## config.mk

```make
export PLATFORM = sky130hd
export DESIGN_NAME = opb_register_ppc2simulink_fifo
export DESIGN_NICKNAME = d
export VERILOG_FILES = /design/src/rtl/opb_register_ppc2simulink_fifo.sv
export SDC_FILE = /design/constraint.sdc
export NUM_CORES = 1
export LEC_CHECK = 0
export CORE_UTILIZATION = 25
export CTS_BUF_LIST = sky130_fd_sc_hd__clkbuf_16
export DETAILED_ROUTE_END_ITERATION = 8
export GPL_ROUTABILITY_DRIVEN = 1
export PLACE_DENSITY_LB_ADDON = 0.12
export SETUP_SLACK_MARGIN = 0.02
export SLEW_MARGIN = 10
export SYNTH_ARGS = -nofsm -noshare
export SYNTH_HDL_FRONTEND = slang
export SYNTH_SLANG_ARGS = --single-unit
```

## constraint.sdc

```tcl
create_clock -name OPB_Clk -period 10 [get_ports OPB_Clk]
set_clock_uncertainty 0.2 [all_clocks]
set_input_delay 2 -clock OPB_Clk [delete_from_list [all_inputs] [get_ports OPB_Clk]]
set_output_delay 2 -clock OPB_Clk [all_outputs]
set_load 0.05 [all_outputs]
```

## src/rtl/opb_register_ppc2simulink_fifo.sv

```systemverilog
// rtl/opb_register_ppc2simulink_fifo.sv - OPB slave queueing PPC-written words into a FWFT FIFO for fabric logic
module opb_register_ppc2simulink_fifo #(
    parameter logic [31:0] C_BASEADDR   = 32'h01002300,
    parameter logic [31:0] C_HIGHADDR   = 32'h010023FF,
    parameter int          C_OPB_AWIDTH = 32,
    parameter int          C_OPB_DWIDTH = 32,
    parameter              C_FAMILY     = "virtex6",
    parameter int          C_FIFO_DEPTH = 4
) (
    input  logic                      OPB_Clk,
    input  logic                      OPB_Rst,
    input  logic [0:C_OPB_AWIDTH-1]   OPB_ABus,
    input  logic [0:3]                OPB_BE,
    input  logic [0:C_OPB_DWIDTH-1]   OPB_DBus,
    input  logic                      OPB_RNW,
    input  logic                      OPB_select,
    input  logic                      OPB_seqAddr,
    output logic [0:C_OPB_DWIDTH-1]   Sl_DBus,
    output logic                      Sl_xferAck,
    output logic                      Sl_errAck,
    output logic                      Sl_retry,
    output logic                      Sl_toutSup,
    output logic [31:0]               user_data_out,
    output logic                      user_valid,
    input  logic                      user_rd_en
);
    localparam int AW = $clog2(C_FIFO_DEPTH);
    localparam int CW = AW + 1;
    localparam logic [CW-1:0] FULL_CNT = CW'(C_FIFO_DEPTH);

    logic [31:0]   addr;
    logic [31:0]   wdata;
    logic [31:0]   rdata;
    logic [31:0]   be_mask;
    logic [31:0]   merged;
    logic [1:0]    offset;
    logic          in_range, hit, wr, rd;
    logic          push, pop, flush, ovf_clr, full, accept;

    logic [31:0]   mem [C_FIFO_DEPTH];
    logic [AW-1:0] wr_ptr, rd_ptr;
    logic [CW-1:0] count;
    logic          overflow;
    logic [31:0]   last_word;
    logic [31:0]   sl_dbus_q;
    logic          xfer_ack;
    logic          served;
    logic          unused_ok;

    // Big-endian bus numbering: bit 0 of the OPB vectors is the MSB of the value.
    assign addr   = OPB_ABus;
    assign wdata  = OPB_DBus;
    assign offset = addr[3:2];

    assign in_range = (addr >= C_BASEADDR) && (addr <= C_HIGHADDR);
    // served blocks a second hit while a master keeps select high after its ack
    assign hit      = OPB_select & in_range & ~xfer_ack & ~served;
    assign wr       = hit & ~OPB_RNW;
    assign rd       = hit & OPB_RNW;

    assign be_mask = {{8{OPB_BE[0]}}, {8{OPB_BE[1]}}, {8{OPB_BE[2]}}, {8{OPB_BE[3]}}};
    assign merged  = (wdata & be_mask) | (last_word & ~be_mask);

    assign full    = (count == FULL_CNT);
    assign push    = wr & (offset == 2'd0);
    assign ovf_clr = wr & (offset == 2'd1) & wdata[16] & OPB_BE[1];
    assign flush   = wr & (offset == 2'd2) & wdata[0];
    assign pop     = user_rd_en & (count != '0);
    assign accept  = push & (~full | pop);

    always_comb begin
        rdata = '0;
        case (offset)
            2'd0:    rdata = last_word;
            2'd1:    rdata = 32'(count) | (32'(overflow) << 16);
            default: rdata = '0;
        endcase
    end

    always_ff @(posedge OPB_Clk or posedge OPB_Rst) begin
        if (OPB_Rst) begin
            for (int i = 0; i < C_FIFO_DEPTH; i++) mem[i] <= '0;
            wr_ptr    <= '0;
            rd_ptr    <= '0;
            count     <= '0;
            overflow  <= 1'b0;
            last_word <= '0;
            sl_dbus_q <= '0;
            xfer_ack  <= 1'b0;
            served    <= 1'b0;
        end else begin
            xfer_ack  <= hit;
            sl_dbus_q <= rd ? rdata : '0;
            served    <= OPB_select & (served | hit);
            if (push) last_word <= merged;
            if (flush) begin
                wr_ptr <= '0;
                rd_ptr <= '0;
                count  <= '0;
            end else begin
                if (accept) begin
                    mem[wr_ptr] <= merged;
                    wr_ptr      <= wr_ptr + AW'(1);
                end
                if (pop) rd_ptr <= rd_ptr + AW'(1);
                count <= count + CW'(accept) - CW'(pop);
            end
            if (push & full & ~pop) overflow <= 1'b1;
            else if (ovf_clr) overflow <= 1'b0;
        end
    end

    assign Sl_DBus       = sl_dbus_q;
    assign Sl_xferAck    = xfer_ack;
    assign Sl_errAck     = 1'b0;
    assign Sl_retry      = 1'b0;
    assign Sl_toutSup    = 1'b0;
    assign user_data_out = mem[rd_ptr];
    assign user_valid    = (count != '0);

    assign unused_ok = ^{OPB_seqAddr, addr[1:0], C_FAMILY};
endmodule
```

# Word level (Yosys, flattened, before mapping)
# Index checks and enable logic that the tools add are counted.
classes:
  addsub: 4
  eq_ne: 3
  div: 0
  shift: 0
  magnitude_cmp: 5
  multipliers: 0
  n_reduce_logical: 8
  n_bitwise: 31
  muxes: 15
ops:
  columns: ["operator", "count"]
  rows:
  - ["bitwise mux 128 bit", 1]
  - ["two-way mux 32 bit", 4]
  - ["AND 32 bit", 2]
  - ["binary-select mux 32 bit (select 2 bit)", 1]
  - ["demux 32 bit (select 2 bit)", 1]
  - ["one-hot mux 32 bit (2 select lines)", 1]
  - [">= comparator 32 x 25 -> 1 bit (second input constant)", 1]
  - ["<= comparator 32 x 25 -> 1 bit (second input constant)", 1]
  - ["inverter 32 bit", 1]
  - ["bitwise OR 32 bit", 1]
  - ["bitwise OR 3 x 17 -> 17 bit", 1]
  - ["AND 1 bit", 16]
  - ["two-way mux 2 bit", 4]
  - [">= comparator 3 bit (second input constant)", 2]
  - ["inverter 1 bit", 6]
  - ["inverter 2 -> 3 bit", 2]
  - ["nonzero test 2 bit", 3]
  - ["adder 2 x 1 -> 2 bit (second input constant)", 2]
  - ["adder 3 x 1 -> 3 bit", 1]
  - ["== test 3 bit (second input constant)", 1]
  - ["< comparator 3 x 1 -> 1 bit (second input constant)", 1]
  - ["two-way mux 3 bit", 1]
  - ["nonzero test 3 bit", 1]
  - ["subtractor 3 x 1 -> 3 bit", 1]
  - ["other kinds (7)", 10]
word_totals:
  latch_bits: 0
  inputBits: 74
  reg_bits: 202
  output_inout_bits: 69
  word_cells: 78
  ramBits: 0
  n_memories: 0
  rom_bits: 0

# Longest topological paths before layout
depth:
  depth_word: 11
  ltp_mapped: 12
  mapped_depth_nobuf: 10

# Worst setup path after synthesis
# Ideal clock, no wire load.
synth_path:
  path_type: "input -> register"
  startpoint: "input OPB_ABus[11] (netlist name)"
  endpoint: "register count[2]"
  setup_time_ps: 137
  path_slack_ps: 5438
  required_time_ps: 9663
  stages: 12
  arrival_ps: 4225
  cell_sequence: "nor4_1 > nand4_1 > buf_2 > nor2_4 > buf_2 > and2_1 > ha_1 > inv_1 > fa_1 > xor2_1 > xnor2_1 > nor2_1"
synth_between:
  elab_chain_cells: 11
  word_cells_on_any_way: 14
  cone_classes: "add/sub: 2; order compare: 2; mux: 1; bitwise: 8; reduce/logical: 1"
synth_rtl:
  columns: ["element", "line", "source"]
  rows:
  - ["from (decl)", "12", "input logic [0:C_OPB_AWIDTH-1] OPB_ABus,"]
  - [">= comparator 32 x 25 -> 1 bit / <= comparator 32 x 25 -> 1 bit (equally long branches)", "55", "assign in_range = (addr >= C_BASEADDR) && (addr <= C_HIGHADDR);"]
  - ["logical AND 1 bit *", "55", null]
  - ["AND 1 bit * (3 in series)", "57", "assign hit = OPB_select & in_range & ~xfer_ack & ~served;"]
  - ["AND 1 bit *", "58", "assign wr = hit & ~OPB_RNW;"]
  - ["AND 1 bit", "65", "assign push = wr & (offset == 2'd0);"]
  - ["AND 1 bit", "69", "assign accept = push & (~full | pop);"]
  - ["adder 3 x 1 -> 3 bit", "106", "count <= count + CW'(accept) - CW'(pop);"]
  - ["subtractor 3 x 1 -> 3 bit", "106", null]
  - ["two-way mux 3 bit *", "96", "if (flush) begin"]
  - ["to (signal assigned)", "106", null]
  - ["to (decl)", "42", "logic [CW-1:0] count;"]
# Mark *: on every way between the ends. The rest lies on a longest branch, timed or not.
# A chain may end at the register's enable or synchronous reset.

# Final worst setup path
layout_path:
  startpoint: "register rd_ptr[0]"
  endpoint: "output user_data_out[18]"
layout_between:
  elab_chain_cells: 4
layout_rtl:
  columns: ["element", "line", "source"]
  rows:
  - ["from (decl)", "41", "logic [AW-1:0] wr_ptr, rd_ptr;"]
  - ["from (signal assigned)", "105", "if (pop) rd_ptr <= rd_ptr + AW'(1);"]
  - ["inverter 2 -> 3 bit (not written as such)", "118", "assign user_data_out = mem[rd_ptr];"]
  - ["binary-select mux 32 bit (select 2 bit)", "118", null]
  - ["two-way mux 32 bit (not written as such) (2 in series)", "118", null]
  - ["to (decl)", "23", "output logic [31:0] user_data_out,"]
# No other way between the ends. The select of a mux whose other input is x is not followed.

==> insert_results.sql <==
INSERT INTO impl_metrics (metric_group, metric, value, unit) VALUES
('sta', 'summed_negative_setup_slack_over_all_endpoints', '0', 'ns'),
('yosys', 'synth_sequential_area_ratio', '54.9', '%'),
('layout', 'layout.cells.most_common_list', '200 x dfrtp_1, 131 x clkdlybuf4s50_1, 114 x mux2_1', ''),
('global_route', 'first_global_vias', '5987', ''),
('yosys', 'netlist_top_cells_area', 'dfrtp_1 55%, mux2_1 14%, mux2_2 9.5%', ''),
('yosys', 'post_synth_and_or_nand_nor_area_fraction', '7.67', '%'),
('yosys', 'synth_warnings', '0', ''),
('routing', 'final_routed_wire_length_divided_by_cell_count', '19.5', 'um'),
('sta', 'timing.fmax', '188', 'MHz'),
('floorplan', 'area_of_the_die', '37600', 'um2'),
('cts', 'max_buffers_root_to_sink', '3', ''),
('yosys', 'yosysTopAreaCell', 'dfrtp_1', ''),
('cts', 'clock_insertion_delay_worst_skew', '0.51', 'ns'),
('power_and_ir_drop', 'swShare', '26.3', '%'),
('routing', 'num_vias', '5268', ''),
('routing', 'drt-pass1-iter-count', '4', ''),
('layout', 'post_route_cells_drive_above_1_share', '27.6', '%'),
('floorplan', 'chipHeight', '194', 'um'),
('cts', 'cts-buffers-inserted', '25', ''),
('sta', 'final_hold_viol_count', '0', ''),
('placed_design', 'post-dp-hpwl', '14800', 'um'),
('routing', 'detail_route.vias_per_cell', '4.47', ''),
('power_and_ir_drop', 'post-layout-total-power', '0.00192', 'W'),
('floorplan', 'die-width', '194', 'um'),
('sta', 'final.period_utilization', '53.1', '%'),
('routing', 'initialDrtViolationCount', '92', ''),
('cts', 'cts-htree-levels', '1', ''),
('global_route', 'grtUsageTotal', '12.5', '%'),
('flow_run', 'maxCapViolCount', '0', ''),
('yosys', 'combinational_family_with_the_most_area_after_synthesis', 'multiplexers', ''),
('layout', 'layout.filler_cells', '3521', ''),
('critical_path', 'timing_worst_setup_path_type', 'register to output pin', ''),
('yosys', 'yosys.area_share.adder', '1.03', '%'),
('power_and_ir_drop', 'peakVddDrop', '106', 'uV'),
('layout', 'post-route-cell-area', '11600', 'um2'),
('global_route', 'wire_length_of_the_first_global_routing_pass', '36300', 'um'),
('global_route', 'grt.overflow.total', '0', ''),
('layout', 'finalNetCount', '782', ''),
('routing', 'final_antenna_net_count', '0', ''),
('power_and_ir_drop', 'static-leakage-power', '5.36', 'nW'),
('critical_path', 'critical_path.max_fanout', '20', ''),
('critical_path', 'crit_path_start_kind', 'register', ''),
('power_and_ir_drop', 'internal_power', '0.00141', 'W'),
('yosys', 'synth.cell_area', '9200', 'um2'),
('power_and_ir_drop', 'combPwrFrac', '12.0', '%'),
('power_and_ir_drop', 'p_clk_share', '42.3', '%'),
('worst_hold_path', 'holdCritPathClass', 'register to register', ''),
('floorplan', 'starting_utilization_of_the_core_area', '25.6', '%'),
('cts', 'ctsResizeCount', '0', ''),
('placed_design', 'gpl.final_weighted_congestion', '0.672', ''),
('power_and_ir_drop', 'sw_power', '0.000505', 'W'),
('cts', 'tritoncts', 'yes', ''),
('sta', 'slew_headroom', '32.8', '%'),
('global_route', 'antenna_found_initial', '0', ''),
('placed_design', 'numPlacedInstances', '1135', ''),
('yosys', 'synth.top_cell.area_share', '54.9', '%'),
('yosys', 'compound_cell_area_share_of_the_yosys_netlist', '0.775', '%'),
('layout', 'instances_no_fill', '1178', ''),
('run_status', 'outcome', 'finished clean', ''),
('placed_design', 'placement.io_buffers', '132', ''),
('critical_path', 'critPathCaptureType', 'output pin', ''),
('power_and_ir_drop', 'share_seq_of_total_power', '45.7', '%'),
('yosys', 'netlist_instances', '570', ''),
('sta', 'rsz_0062_raised_after_global_routing', 'no', ''),
('cts', 'clkTransAtPathRegs', '0.05', 'ns'),
('layout', 'syn_to_final_growth', '26.4', '%'),
('yosys', 'muxShareOfSynthArea', '31.8', '%'),
('layout', 'layout_commonest_cell', 'dfrtp_1', ''),
('global_route', 'grt_start_max_net_pins', '126', ''),
('yosys', 'synth.lib_cells_used.distinct', '45', ''),
('floorplan', 'fp.coreArea', '35900', 'um2');
[worst paths after layout]
| kind | cells past startpoint | startpoint | to | slack (ns) |
|---|---|---|---|---|
| min in group asynchronous | 2 | OPB_Rst | last_word[12] | 1.87 |
| min reg2reg | 1 | mem[41] | mem[41] | 0.28 |
| max reg2reg | 11 | Sl_xferAck | count[2] | 6.71 |
| min | 1 | mem[41] | mem[41] | 0.28 |
| max in group asynchronous | 3 | OPB_Rst | rd_ptr[0] | 6.13 |
| max | 3 | rd_ptr[0] | user_data_out[18] | 4.69 |
[power by group through the flow]
stage / clock [W] / combinational (W) / sequential (W)
floorplan: 0 / 0.000185 / 0.000851
global placement: 0 / 0.000232 / 0.000893
detailed placement: 0 / 0.000238 / 0.000895
CTS: 0.000847 / 0.000239 / 0.000879
global route: 0.000881 / 0.000253 / 0.000884
finish: 0.000811 / 0.000230 / 0.000877
[area by class of cell]
class | count | area [um2] | area share, %
clock buffers | 25 | 626 | 5.38
repair buffers | 142 | 1390 | 12.0
inverters | 7 | 33.8 | 0.290
clock inverters | 18 | 104 | 0.893
flip-flops and latches | 202 | 5060 | 43.5
well taps | 461 | 577 | 4.96
multi-input cells | 323 | 3840 | 33.0
[metrics by stage]
step	hold WS [ns]	worst slack, ns
CTS	0.282	4.54
global route	0.299	4.43
global placement	0.261	4.18
finish	0.279	4.69
floorplan	0.252	2.29
detailed placement	0.270	4.11
[worst max-delay path: stages, from the launching register on]
cell and delay [ns]:
dfrtp_2 0.75, buf_4 0.50, mux4_2 0.61, clkdlybuf4s50_1 0.72
[state kept, by name (all words and copies together), names as in the netlist]
name,count
served,1
count,3
Sl_DBus,32
rd_ptr,2
mem,128
Sl_xferAck,1
last_word,32
wr_ptr,2
overflow,1
[metal layers]
layer	routed length, um	vias up	global-route usage [%]
met5	0	-	0
met4	491	0	3.59
met3	1030	33	2.16
met2	11300	121	21.1
met1	10200	2772	16.5
li1	-	2342	-
[cell families (layout without fill, tap and decap cells)]
logic type	after synthesis	count (layout)
buffers and inverters	47	192
AO/OA/AOI/OAI	9	9
multiplexers	228	228
adder cells (fa/ha/maj)	7	7
AND/OR/NAND/NOR	72	72
other	1	3
XOR/XNOR	4	4
flip-flops	202	202
[cell usage after synthesis, drive strengths merged]
master and n:
or3 1, nand2 5, inv 7, nand3 2
ha 6, clkbuf 5, nor2 14, nor4b 3
conb 1, dfrtp 202, xor2 2, mux4 32
or4 1, nor3b 28, buf 35, nor3 5
xnor2 2, nand4 3, o211ai 1, and2 1
nand2b 1, mux2 192, or2 1, nor4 3
mux2i 4, o31a 3, and4bb 1, nor2b 1
fa 1, a31o 2, o21ai 1, or4b 1
nand4b 1, o31ai 1, o21a 1
No activity file was read; power rests on OpenSTA's default activity.
